File: src/rtl/uart_cmd_parser.sv
// ASCII debug command decoder (a / wAD..D / rA) producing register strobes and an ASCII reply stream.
// Strobe 1 cycle after the terminator, reply 1 (write) or 2 (read) cycles later; input stalls while a reply drains.
module uart_cmd_parser #(
  parameter int DATA_DIGITS = 8,
  parameter int TIMEOUT     = 600000,
  localparam int DW         = 4 * DATA_DIGITS
) (
  input  logic          clock,
  input  logic          areset_n,
  input  logic          s_tvalid,
  output logic          s_tready,
  input  logic [7:0]    s_tdata,
  output logic          m_tvalid,
  input  logic          m_tready,
  output logic          m_tlast,
  output logic [7:0]    m_tdata,
  output logic          dump_o,
  output logic          wr_stb_o,
  output logic          rd_stb_o,
  output logic [3:0]    addr_o,
  output logic [DW-1:0] wdata_o,
  input  logic [DW-1:0] rd_data_i,
  output logic          timeout_o
);

  localparam int IW = $clog2(DATA_DIGITS + 3) + 1;
  localparam int TW = (TIMEOUT > 1) ? $clog2(TIMEOUT + 1) : 1;

  localparam logic [2:0] S_IDLE    = 3'd0;
  localparam logic [2:0] S_ADDR    = 3'd1;
  localparam logic [2:0] S_DATA    = 3'd2;
  localparam logic [2:0] S_TERM    = 3'd3;
  localparam logic [2:0] S_EXEC    = 3'd4;
  localparam logic [2:0] S_RESP    = 3'd5;
  localparam logic [2:0] S_DISCARD = 3'd6;

  localparam logic [1:0] R_WR  = 2'd0;
  localparam logic [1:0] R_RD  = 2'd1;
  localparam logic [1:0] R_ERR = 2'd2;

  logic [2:0]    state;
  logic          op_rd;
  logic [DW-1:0] dsh;
  logic [IW-1:0] dcnt;
  logic [1:0]    resp_kind;
  logic [DW-1:0] resp_word;
  logic [IW-1:0] idx;
  logic          rd_pend;
  logic [TW-1:0] tcnt;

  logic          is_term, is_dig, is_hex;
  logic [3:0]    hex_val;
  logic          counting, acc, to_fire;
  logic [IW-1:0] ndig;
  logic [3:0]    nib;
  logic [7:0]    hex_chr, resp_byte;

  assign is_term  = (s_tdata == 8'h0D) || (s_tdata == 8'h0A);
  assign is_dig   = (s_tdata >= 8'h30) && (s_tdata <= 8'h39);
  assign is_hex   = is_dig || ((s_tdata >= 8'h41) && (s_tdata <= 8'h46))
                           || ((s_tdata >= 8'h61) && (s_tdata <= 8'h66));
  assign hex_val  = is_dig ? s_tdata[3:0] : s_tdata[3:0] + 4'd9;

  assign counting = (state == S_ADDR) || (state == S_DATA) || (state == S_TERM) || (state == S_DISCARD);
  assign s_tready = areset_n && ((state == S_IDLE) || counting);
  assign acc      = s_tvalid && s_tready;
  // An accepted byte always wins over a timeout landing on the same cycle.
  assign to_fire  = (TIMEOUT > 0) && counting && !acc && (tcnt == TW'(TIMEOUT - 1));

  assign wr_stb_o = (state == S_EXEC) && !op_rd;
  assign rd_stb_o = (state == S_EXEC) && op_rd;

  // Read replies shift the captured word so the next digit is always the top nibble.
  assign ndig     = (resp_kind == R_RD) ? IW'(DATA_DIGITS) : IW'(1);
  assign nib      = resp_word[DW-1 -: 4];
  assign hex_chr  = (nib < 4'd10) ? (8'h30 + {4'h0, nib}) : (8'h37 + {4'h0, nib});
  assign m_tvalid = (state == S_RESP) && !rd_pend;
  assign m_tlast  = m_tvalid && (idx == ndig + IW'(1));
  assign m_tdata  = m_tvalid ? resp_byte : 8'h00;

  always_comb begin
    resp_byte = 8'h0A;
    if (idx < ndig) begin
      case (resp_kind)
        R_RD:    resp_byte = hex_chr;
        R_WR:    resp_byte = 8'h4B;
        default: resp_byte = 8'h3F;
      endcase
    end else if (idx == ndig) begin
      resp_byte = 8'h0D;
    end
  end

  always_ff @(posedge clock or negedge areset_n) begin
    if (!areset_n) begin
      state     <= S_IDLE;
      op_rd     <= 1'b0;
      dsh       <= '0;
      dcnt      <= '0;
      resp_kind <= R_WR;
      resp_word <= '0;
      idx       <= '0;
      rd_pend   <= 1'b0;
      tcnt      <= '0;
      addr_o    <= '0;
      wdata_o   <= '0;
      dump_o    <= 1'b0;
      timeout_o <= 1'b0;
    end else begin
      dump_o    <= 1'b0;
      timeout_o <= 1'b0;

      if (!counting || acc || to_fire) tcnt <= '0;
      else if (TIMEOUT > 0)            tcnt <= tcnt + 1'b1;

      if (to_fire) begin
        state     <= S_IDLE;
        timeout_o <= 1'b1;
      end else begin
        case (state)
          S_IDLE: if (acc) begin
            if (s_tdata == 8'h61) begin
              dump_o <= 1'b1;
            end else if ((s_tdata == 8'h77) || (s_tdata == 8'h72)) begin
              op_rd <= (s_tdata == 8'h72);
              dsh   <= '0;
              dcnt  <= '0;
              state <= S_ADDR;
            end else if (!is_term) begin
              state <= S_DISCARD;
            end
          end
          S_ADDR: if (acc) begin
            if (is_hex) begin
              addr_o <= hex_val;
              state  <= op_rd ? S_TERM : S_DATA;
            end else if (is_term) begin
              resp_kind <= R_ERR;
              idx       <= '0;
              rd_pend   <= 1'b0;
              state     <= S_RESP;
            end else begin
              state <= S_DISCARD;
            end
          end
          S_DATA: if (acc) begin
            if (is_hex) begin
              dsh  <= (dsh << 4) | DW'(hex_val);
              dcnt <= dcnt + 1'b1;
              if (dcnt == IW'(DATA_DIGITS - 1)) state <= S_TERM;
            end else if (is_term) begin
              resp_kind <= R_ERR;
              idx       <= '0;
              rd_pend   <= 1'b0;
              state     <= S_RESP;
            end else begin
              state <= S_DISCARD;
            end
          end
          S_TERM: if (acc) begin
            if (is_term) begin
              if (!op_rd) wdata_o <= dsh;
              state <= S_EXEC;
            end else begin
              state <= S_DISCARD;
            end
          end
          S_DISCARD: if (acc && is_term) begin
            resp_kind <= R_ERR;
            idx       <= '0;
            rd_pend   <= 1'b0;
            state     <= S_RESP;
          end
          S_EXEC: begin
            resp_kind <= op_rd ? R_RD : R_WR;
            idx       <= '0;
            rd_pend   <= op_rd;
            state     <= S_RESP;
          end
          S_RESP: begin
            if (rd_pend) begin
              resp_word <= rd_data_i;
              rd_pend   <= 1'b0;
            end else if (m_tready) begin
              if (m_tlast) begin
                state <= S_IDLE;
              end else begin
                idx       <= idx + 1'b1;
                resp_word <= resp_word << 4;
              end
            end
          end
          default: state <= S_IDLE;
        endcase
      end
    end
  end

endmodule

File: config.mk
export PLATFORM = sky130hd
export DESIGN_NAME = uart_cmd_parser
export DESIGN_NICKNAME = d
export VERILOG_FILES = /design/src/rtl/uart_cmd_parser.sv
export SDC_FILE = /design/constraint.sdc
export NUM_CORES = 1
export LEC_CHECK = 0
export BUFFER_PORTS_ARGS = -buffer_cell sky130_fd_sc_hd__buf_2
export CAP_MARGIN = 20
export CORE_AREA = 2 2 134 136
export DETAILED_ROUTE_END_ITERATION = 6
export DIE_AREA = 0 0 136 138
export SLEW_MARGIN = 10
export SYNTH_ARGS = -nofsm -noshare
export SYNTH_HDL_FRONTEND = slang
export SYNTH_SLANG_ARGS = --single-unit
File: constraint.sdc
create_clock -name clock -period 3.17 [get_ports clock]
set_input_delay 0.1585 -clock clock [delete_from_list [all_inputs] [get_ports clock]]
set_output_delay 0.1585 -clock clock [all_outputs]
set_load 0.05 [all_outputs]
==> impl_metrics.yaml <==
status:
  outcome: "finished clean"
cells_and_area:
  final_cell_mix: "139 x dfrtp_1, 92 x buf_2, 83 x mux2_2, 40 x nor2_1, 33 x nand2_1"
  post-route-util_pct: 47.4
  drive_gt1_share_pct: 33.2
  fin_nets: 754
  fill_cells: 1649
  multi_input_area_um2: 3280
  regArea_um2: 3480
  diodes: 0
  areaGrowthSynthToFinish_pct: 19.2
  final_common_cell: "dfrtp_1"
worst_setup_path:
  endpoint_kind: "primary output"
  cp.required_ps: 3010
  arrival_ps: 2690
  critPathLaunchType: "flip-flop"
  critPathKind: "reg -> out"
  cp_max_fo: 7
sta:
  max_slew_margin_pct: 45.7
  clock_skew_ps: 10.2
  rsz0062_at_grt: "no"
  layout_min_cycle_time_ps: 2850
  maxSlewViolCount: 0
  setup_viol: 0
  fin_crit_sh_pct: 89.9
  worst_pin_slew_ps: 815
  fin_setup_tns_ps: 0
  hold_viol: 0
  max_freq_mhz: 351
global_routing:
  grt_max_degree: 65
  grt_pass1_wl_um: 26500
  grt_pass1_vias: 5219
  grt_use_total_pct: 17.5
  grt-ovfl-total: 0
  antenna_found_initial: 0
synthesis:
  yosys_warnings: 0
  avgSynthCellArea_um2: 11.6
  ys_ff_latch: 139
  synth-edff-count: 0
  synth_area_leaders: "dfrtp_1 50%, mux2_2 13%, a22o_1 3.8%"
  synthesis.nets: 656
  synth_cell_types: 77
  yosysTopAreaCell: "dfrtp_1"
  ys.flop_type: "dfrtp_1"
  synth_cells: 601
  async_reset_ff_share_pct: 100
  yosysTopAreaCellShare_pct: 49.9
  syn_area_um2: 6970
  seq_area_frac_synth_pct: 49.9
die:
  chipWidth_um: 136
  die_h_um: 138
  rows: 49
  io_pins: 95
  core_region_area_um2: 17500
  start_util_pct: 39.7
  dieArea_um2: 18800
routing:
  drt_pass1_iterations: 4
  drc: 0
  drt_iter0_drc: 344
  via_per_inst: 5.39
  post_drt_wl_per_cell_um: 16.5
  ant_nets: 0
  wl_um: 15500
  num_vias: 5063
clocking:
  cts_tree: "built"
  clk_pin_slew_worst_paths_ps: 60
  cts_buffers: 17
  root_buffer: "clkbuf_16"
  clock_sinks: 139
  clock_path_buffers: 2
  clk_latency_ps: 420
  htreeDepth: 4
placed_design:
  hpwl_um: 11000
  portBuffers: 93
  gp_congestion: 0.817
run:
  drv_cap: 0
power_and_ir_drop:
  vdd_ir_drop_max_uv: 393
  p_leak_nw: 3.93
  power_density_nw_per_um2: 665
hold_path:
  hold_path_class: "in -> reg"
==> state kept, by name (all words and copies together), names as in the netlist <==
signal	cells
dsh	32
resp_word	32
wdata_o	32
tcnt	20
dcnt	5
idx	5
addr_o	4
state	3
resp_kind	2
dump_o	1
op_rd	1
rd_pend	1
timeout_o	1
==> where the power goes <==
part           internal [mW]  total [mW]  switching [mW]
clock                   1.24        2.00           0.760
sequential              1.86        2.01           0.144
combinational          0.506        1.51            1.01
==> per-stage QoR <==
step | power, mW | instances | setup WS, ps | cell area, um2 | hold slack [ps]
after floorplan | 3.11 | 601 | 117 | 6970 | -137
after global placement | 3.50 | 908 | 518 | 7690 | -2.86
after detailed placement | 3.53 | 908 | 441 | 7690 | -0.515
after CTS | 5.56 | 940 | 92.6 | 8300 | 0.0702
after global routing | 5.81 | 940 | 43.7 | 8300 | 11.8
final | 5.52 | 940 | 321 | 8300 | 19.2
==> metal layers <==
metal  wire length [um]  up-vias  GRT usage, %
li1                   -     2394             -
met1               7440     2536          24.8
met2               7220      117          26.8
met3                697       16          4.14
met4                171        0          5.10
met5                  0        -             0
==> final timing paths <==
path,start,endpoint,slack (ps),cells after the start
worst max-delay path,resp_kind[1]$_DFFE_PN0P_,m_tdata[1],320,7
worst min-delay path,rd_data_i[1],resp_word[1]$_DFFE_PN0P_,20,2
worst max register to register,resp_kind[1]$_DFFE_PN0P_,resp_word[27]$_DFFE_PN0P_,380,8
worst min register to register,wdata_o[29]$_DFFE_PN0P_,wdata_o[29]$_DFFE_PN0P_,500,1
max in group asynchronous,areset_n,wdata_o[22]$_DFFE_PN0P_,1910,3
min in group asynchronous,areset_n,wdata_o[3]$_DFFE_PN0P_,210,2
==> final cells by class <==
cell class / instances / area share, %
Sequential cell: 139 / 41.9
Multi-Input combinational cell: 413 / 39.5
Timing Repair Buffer: 106 / 7.04
Clock buffer: 19 / 5.21
Tap cell: 229 / 3.45
Clock inverter: 12 / 1.96
Inverter: 22 / 0.995
==> cell usage after synthesis, types with 9 or more instances <==
library cell	count
dfrtp_1	139
mux2_2	83
nor2_1	40
nand2_1	33
a22o_1	30
inv_1	21
xnor2_1	20
nand3_1	18
mux2i_1	16
buf_2	13
a21oi_1	12
ha_1	11
o21ai_0	11
nor3_1	9
==> cells by family (layout without fill, tap and decap cells) <==
kind of cell,count (synthesis),after routing,synth area share (%)
AOI/OAI and AO/OA,113,113,12.8
xor gates and xnor gates,23,23,2.89
adders and majority gates,11,11,1.98
buffers and inverters,49,159,3.30
DFF,139,139,49.9
muxes,101,101,16.1
other,1,1,0.0538
and+or+nand+nor,164,164,13.0
==> what timing repair did <==
item,in CTS,in global routing
endpoints found under the hold margin,13,0
setup buffers,0,0
resized for setup,0,1
hold buffers,1,0
endpoints found under the setup margin,0,5
==> worst max-delay path, stage by stage (launching register included) <==
cell and delay (ps):
dfrtp_1 440, and2b_1 310, inv_1 90, ha_1 320
a211oi_2 350, nor2_1 140, a311oi_1 310, buf_2 320
No activity file was read; power rests on OpenSTA's default activity.
